## config.mk

```make
export PLATFORM = sky130hd
export DESIGN_NAME = sramlike_bus_arbiter
export DESIGN_NICKNAME = d
export VERILOG_FILES = /design/src/rtl/sramlike_bus_arbiter_pkg.sv /design/src/rtl/sramlike_bus_arbiter.sv
export SDC_FILE = /design/constraint.sdc
export NUM_CORES = 1
export LEC_CHECK = 0
export CAP_MARGIN = 20
export CORE_AREA = 2 2 121 123
export DETAILED_ROUTE_END_ITERATION = 8
export DIE_AREA = 0 0 123 125
export SLEW_MARGIN = 20
export SYNTH_ARGS = -nofsm -noshare
export SYNTH_HDL_FRONTEND = slang
export SYNTH_SLANG_ARGS = --single-unit
```

## constraint.sdc

```tcl
create_clock -name clk -period 2.05 [get_ports clk]
set_input_delay 0.41 -clock clk [delete_from_list [all_inputs] [get_ports clk]]
set_output_delay 0.41 -clock clk [all_outputs]
set_load 0.01 [all_outputs]
```

## src/rtl/sramlike_bus_arbiter_pkg.sv

```systemverilog
// Shared encodings for the SRAM-like bus arbiter: FSM states, owner
// identifiers and arbitration policy selectors.
package sramlike_bus_arbiter_pkg;

  typedef enum logic [1:0] {
    ST_IDLE = 2'b00,
    ST_ADDR = 2'b01,
    ST_DATA = 2'b10
  } arb_state_e;

  localparam logic OWNER_INST = 1'b0;
  localparam logic OWNER_DATA = 1'b1;

  localparam int ARB_MODE_FIXED = 0;
  localparam int ARB_MODE_RR    = 1;

endpackage

```

## src/rtl/sramlike_bus_arbiter.sv

```systemverilog
// Merges the instruction- and data-cache SRAM-like ports onto one bridge port,
// keeping a single transaction outstanding at a time.
module sramlike_bus_arbiter
  import sramlike_bus_arbiter_pkg::*;
#(
  parameter int ARB_MODE = ARB_MODE_FIXED
) (
  input  logic        clk,
  input  logic        rst,

  input  logic        inst_req,
  input  logic        inst_wr,
  input  logic [1:0]  inst_size,
  input  logic [31:0] inst_addr,
  input  logic [31:0] inst_wdata,
  output logic [31:0] inst_rdata,
  output logic        inst_addr_ok,
  output logic        inst_data_ok,

  input  logic        data_req,
  input  logic        data_wr,
  input  logic [1:0]  data_size,
  input  logic [31:0] data_addr,
  input  logic [31:0] data_wdata,
  output logic [31:0] data_rdata,
  output logic        data_addr_ok,
  output logic        data_data_ok,

  output logic        mem_req,
  output logic        mem_wr,
  output logic [1:0]  mem_size,
  output logic [31:0] mem_addr,
  output logic [31:0] mem_wdata,
  input  logic [31:0] mem_rdata,
  input  logic        mem_addr_ok,
  input  logic        mem_data_ok
);

  arb_state_e state_q, state_d;
  logic       owner_q, owner_d;
  logic       lastServed_q, lastServed_d;

  logic       winner;
  logic       sel;
  logic       selReq;
  logic       fwd;
  logic       addrOk;
  logic       dataOk;

  always_ff @(posedge clk) begin
    if (rst) begin
      state_q      <= ST_IDLE;
      owner_q      <= OWNER_INST;
      lastServed_q <= OWNER_DATA;
    end else begin
      state_q      <= state_d;
      owner_q      <= owner_d;
      lastServed_q <= lastServed_d;
    end
  end

  // On a round-robin tie the port that was not served last wins.
  always_comb begin
    if (ARB_MODE == ARB_MODE_RR) begin
      winner = (inst_req && data_req) ? ~lastServed_q : data_req;
    end else begin
      winner = data_req ? OWNER_DATA : OWNER_INST;
    end
  end

  assign sel    = (state_q == ST_IDLE) ? winner : owner_q;
  assign selReq = sel ? data_req : inst_req;

  always_comb begin
    state_d      = state_q;
    owner_d      = owner_q;
    lastServed_d = lastServed_q;
    fwd          = 1'b0;
    addrOk       = 1'b0;
    dataOk       = 1'b0;
    if (!rst) begin
      case (state_q)
        ST_IDLE: begin
          if (inst_req || data_req) begin
            fwd     = 1'b1;
            owner_d = winner;
            if (mem_addr_ok) begin
              addrOk  = 1'b1;
              state_d = ST_DATA;
            end else begin
              state_d = ST_ADDR;
            end
          end
        end
        ST_ADDR: begin
          if (!selReq) begin
            state_d = ST_IDLE;
          end else begin
            fwd = 1'b1;
            if (mem_addr_ok) begin
              addrOk  = 1'b1;
              state_d = ST_DATA;
            end
          end
        end
        ST_DATA: begin
          if (mem_data_ok) begin
            dataOk       = 1'b1;
            state_d      = ST_IDLE;
            lastServed_d = owner_q;
          end
        end
        default: state_d = ST_IDLE;
      endcase
    end
  end

  // Non-forwarding cycles present an all-zero request to the bridge.
  assign mem_req   = fwd;
  assign mem_wr    = fwd & (sel ? data_wr : inst_wr);
  assign mem_size  = fwd ? (sel ? data_size : inst_size) : 2'b00;
  assign mem_addr  = fwd ? (sel ? data_addr : inst_addr) : 32'h0;
  assign mem_wdata = fwd ? (sel ? data_wdata : inst_wdata) : 32'h0;

  assign inst_rdata   = mem_rdata;
  assign data_rdata   = mem_rdata;
  assign inst_addr_ok = addrOk & (sel == OWNER_INST);
  assign data_addr_ok = addrOk & (sel == OWNER_DATA);
  assign inst_data_ok = dataOk & (sel == OWNER_INST);
  assign data_data_ok = dataOk & (sel == OWNER_DATA);

endmodule

```

Word level (Yosys, flattened, before mapping) --
Index checks and enable logic that the tools add are counted. W data, S select, Z words.
Word-level totals: logic and storage cells 45, output and inout bits 136, bits of input ports 172, bits in registers 3
Cells by class: bitwise logic cells 6, mux-type cells 28, reductions and logical operators 4, equal/unequal tests 5
Operators with widths (count):
- $mux W32 | 4
- $mux W1 | 14
- $mux W2 | 7
- $pmux W2 S3 | 1
- $and A1 B1 Y1 | 5
- $pmux W1 S2 | 2
- $ne A3 B3 Y1 const B | 1
- $reduce_and A3 Y1 | 1
- $eq A2 B1 Y1 const B | 1
- $eq A2 B2 Y1 const B | 1
- $logic_not A2 Y1 | 1
- $ne A2 B1 Y1 const B | 1
- $ne A2 B2 Y1 const B | 1
- $reduce_and A2 Y1 | 1
- $logic_or A1 B1 Y1 | 1
- $not A1 Y1 | 1

Depth between registers and ports, before layout --
depth after elaboration 7, depth in mapped cells 7, mapped depth without buffers 3

Least setup slack after synthesis --
No wires, ideal clock.
path type register -> output, start register state_q[0], end output port data_addr_ok, setup slack 0.261 ns, cell stages (with the launch flop) 7, data arrival time 1.379 ns, data required time 1.640 ns, cells stage by stage dfxtp_1 > buf_4 > or3b_1 > buf_2 > buf_6 > nand2_1 > nor4b_2
On the way: longest elaborated chain between the ends 7
RTL lines:
- from (decl) | RTL line sramlike_bus_arbiter.sv:39 | arb_state_e state_q, state_d;
- from (signal assigned) | RTL line sramlike_bus_arbiter.sv:56 | state_q <= state_d;
- $logic_not A2 Y1 | RTL line sramlike_bus_arbiter.sv:71, sramlike_bus_arbiter.sv:82
- $mux W1 | RTL line sramlike_bus_arbiter.sv:71 | assign sel = (state_q == ST_IDLE) ? winner : owner_q;
- $mux W1 | RTL line sramlike_bus_arbiter.sv:72 | assign selReq = sel ? data_req : inst_req;
- $mux W1 | RTL line sramlike_bus_arbiter.sv:96 | if (!selReq) begin
- $pmux W1 S2 | RTL line sramlike_bus_arbiter.sv:82 | case (state_q)
- $mux W1 | RTL line sramlike_bus_arbiter.sv:81 | if (!rst) begin
- $and A1 B1 Y1 * | RTL line sramlike_bus_arbiter.sv:128 | assign data_addr_ok = addrOk & (sel == OWNER_DATA);
- to (decl) | RTL line sramlike_bus_arbiter.sv:26 | output logic data_addr_ok,
Every way passes the cells marked *; elsewhere a longest branch is shown, timed or not.

Worst setup path after layout --
start register state_q[1], end output port mem_wdata[22]
On the way: longest elaborated chain between the ends 7
RTL lines:
- $logic_not A2 Y1 | RTL line sramlike_bus_arbiter.sv:71, sramlike_bus_arbiter.sv:82
- $mux W1 | RTL line sramlike_bus_arbiter.sv:71
- $mux W1 | RTL line sramlike_bus_arbiter.sv:72
- $mux W1 | RTL line sramlike_bus_arbiter.sv:96
- $pmux W1 S2 | RTL line sramlike_bus_arbiter.sv:82
- $mux W1 | RTL line sramlike_bus_arbiter.sv:81
- $mux W32 * | RTL line sramlike_bus_arbiter.sv:123 | assign mem_wdata = fwd ? (sel ? data_wdata : inst_wdata) : 32'h0;
- to (decl) | RTL line sramlike_bus_arbiter.sv:33 | output logic [31:0] mem_wdata,
Marked as above.

==> results.cfg <==
[grt]
grt_pass1_wl_microns = 20100
antenna_found_initial = 0
grt_overflow = 0
grt_max_degree = 40
grt_usage = 0.170
grt_pass1_vias = 3485

[setup_path]
cp-end-kind = primary output
path_class = reg -> out
reg2reg_slack_ns = 0.64
cp.required_ns = 1.64
start_kind = register
cp_max_fo = 6
cp.arrival_ns = 1.85

[synth]
synth_compound_area_frac = 0.420
synthXorXnorAreaFrac = 0
synth_top_family_by_area = compound AO/OA/AOI/OAI gates
syn-num-nets = 513
synth.avg_cell_area_sq_um = 6.92
syn_inst = 341
yosys_warnings = 0
netlist_area_sq_mm = 0.00236
synthMuxAreaShare = 0.00424
yosys.area_share.adder = 0
yosys.area_share.simple = 0.235
synth.distinct_cells = 31
ys_ff_latch = 3
seq_area_frac_synth = 0.0254

[clocking]
cts_hold_buffers = 0
h-tree-depth = 1
clk_latency_ns = 0.23
clkSinkCount = 3
numCtsBuffers = 3
path_clk_slew_ns = 0.03
tritoncts = built
cts-root-buf = clkbuf_16
ctsLongestPathBuffers = 2

[cells_and_area]
drive_gt1_frac = 0.610
diodes = 0
nets = 717
layout_commonest_cell = clkdlybuf4s50_1
utilization = 0.418
final_cell_mix = clkdlybuf4s50_1 (136), buf_2 (70), a211oi_2 (62)
area_growth_syn_to_layout_pct = 151
stdcell_count = 728

[drt]
wl_per_cell_microns = 22.2
drc = 0
wl_met1_microns = 6250
highest_layer = met4
firstDrtPassIters = 4
wl_met2_microns = 8180
routed_wl_microns = 16200
vias = 3536
met3WireLength_microns = 1290
viasPerCell = 4.86
drt_iter0_drc = 151
detail-route-antenna-nets = 0

[place]
io_buffers = 211
dp_hpwl_microns = 7900
gp_congestion = 0.845
dp.cells = 658

[timing]
finalCritPeriodShare = 1.10
worst_slack_ns = -0.214
period_needed_ns = 2.26
relSlewSlack = 0.798
tightest_slew_ns = 0.302
clock.fmax_ghz = 0.442
final_hold_viol_count = 0
rsz0062_at_grt = yes
whs_ns = 0.679
skew_ns = 0.00369
final-max-slew-violation-count = 0
setup_violations = 67

[die]
dieArea_sq_mm = 0.0154
die_h_microns = 125
die_x_microns = 123
core_area_sq_mm = 0.0142
pin_count = 308
rows = 44
initial_core_util = 0.166

[run]
maxCapViolations = 0

[min_path]
hold_path_class = in -> reg

[power_and_ir_drop]
p_per_area_mw_per_mm2 = 354
leakagePower_nw = 2.35
peakVddDrop_uv = 265

[outcome]
violations = setup timing
status = complete, but fails checks
[metrics by stage]
stage               worst slack, ns  area [sq um]  setup TNS (ns)  total power, mW
floorplan                     0.261          2360               0            0.687
global placement             -0.763          4370          -50.07             1.18
detailed placement           -0.813          4370          -54.08             1.20
CTS                          -0.203          5260           -7.21             1.88
global route                 -0.254          5940          -11.46             2.22
finish                       -0.214          5940           -6.34             2.10
[flip-flops by register name (all words and copies together) (netlist names)]
name,count
owner_q,1
state_q,2
[final timing paths]
check,cells past startpoint,from,to
max,9,state_q[1]$_SDFFE_PP0P_,mem_wdata[22]
min,4,rst,state_q[0]$_SDFFE_PP0P_
max reg2reg,7,state_q[0]$_SDFFE_PP0P_,state_q[1]$_SDFFE_PP0P_
min reg2reg,3,owner_q$_SDFFE_PP0P_,owner_q$_SDFFE_PP0P_
[timing repair]
item                                    in CTS  in global routing
cloned                                      15                 11
buffers inserted                            34                 16
gates resized for setup                    419                137
pin swaps                                   43                 58
endpoints found under the setup margin      72                 70
[kinds of logic after synthesis]
kind of cell	count (synthesis)
AOI/OAI and AO/OA	141
DFF	3
muxes	1
buffers and inverters	111
and+or+nand+nor	85
[critical path: stages, from the launching register on]
cell and delay [ns]:
dfxtp_4 0.36, buf_12 0.13, o21ai_4 0.15, buf_12 0.15
buf_12 0.14, buf_8 0.12, buf_6 0.09, nand3_2 0.07
a211oi_2 0.22, buf_2 0.18
[final cells by class]
class	count	area [sq um]
clock buffer	4	78.8
fill	1418	8270
inverter	1	3.75
multi-input combinational	227	2220
sequential	3	68.8
tap	184	230
timing repair buffer	309	3330
[cell usage after synthesis]
master    instances  area, sq um
nand2_1           4         15.0
dfxtp_1           3         60.1
buf_2            10         50.1
nor3b_4           1         18.8
or3b_2            1         8.76
nor4_1            1         6.26
a21oi_2           1         8.76
and3_1            1         6.26
o32ai_1           1         8.76
o21a_2            1         8.76
nor2_1            5         18.8
nand2b_1          1         6.26
a211oi_2         20          250
o21ai_2           1         8.76
o21ai_0          67          335
clkbuf_1         18         67.6
o21ai_1           1         5.00
nand3_2          20          200
clkbuf_2          4         20.0
a21oi_1           1         5.00
or3b_1            1         8.76
buf_6             6         67.6
nand3b_1          1         7.51
mux2i_1           1         10.0
nor4b_2           1         15.0
nor3b_1           1         7.51
buf_4            71          533
a211oi_1         48          360
inv_1             1         3.75
nand3_1          47          235
buf_1             1         3.75
[routing by layer]
layer,up-vias,GRT usage
met3,28,0.0388
met1,1672,0.200
met4,0,0.0455
met5,-,0
met2,206,0.305
li1,1630,-
[report_power, final]
part	total (mW)	switching (mW)	leakage [nW]	internal, mW
combinational	1.71	0.777	2.28	0.938
clock	0.315	0.0580	0.0382	0.257
sequential	0.0721	0.00843	0.0264	0.0636
(Power assumes the default switching activity.)
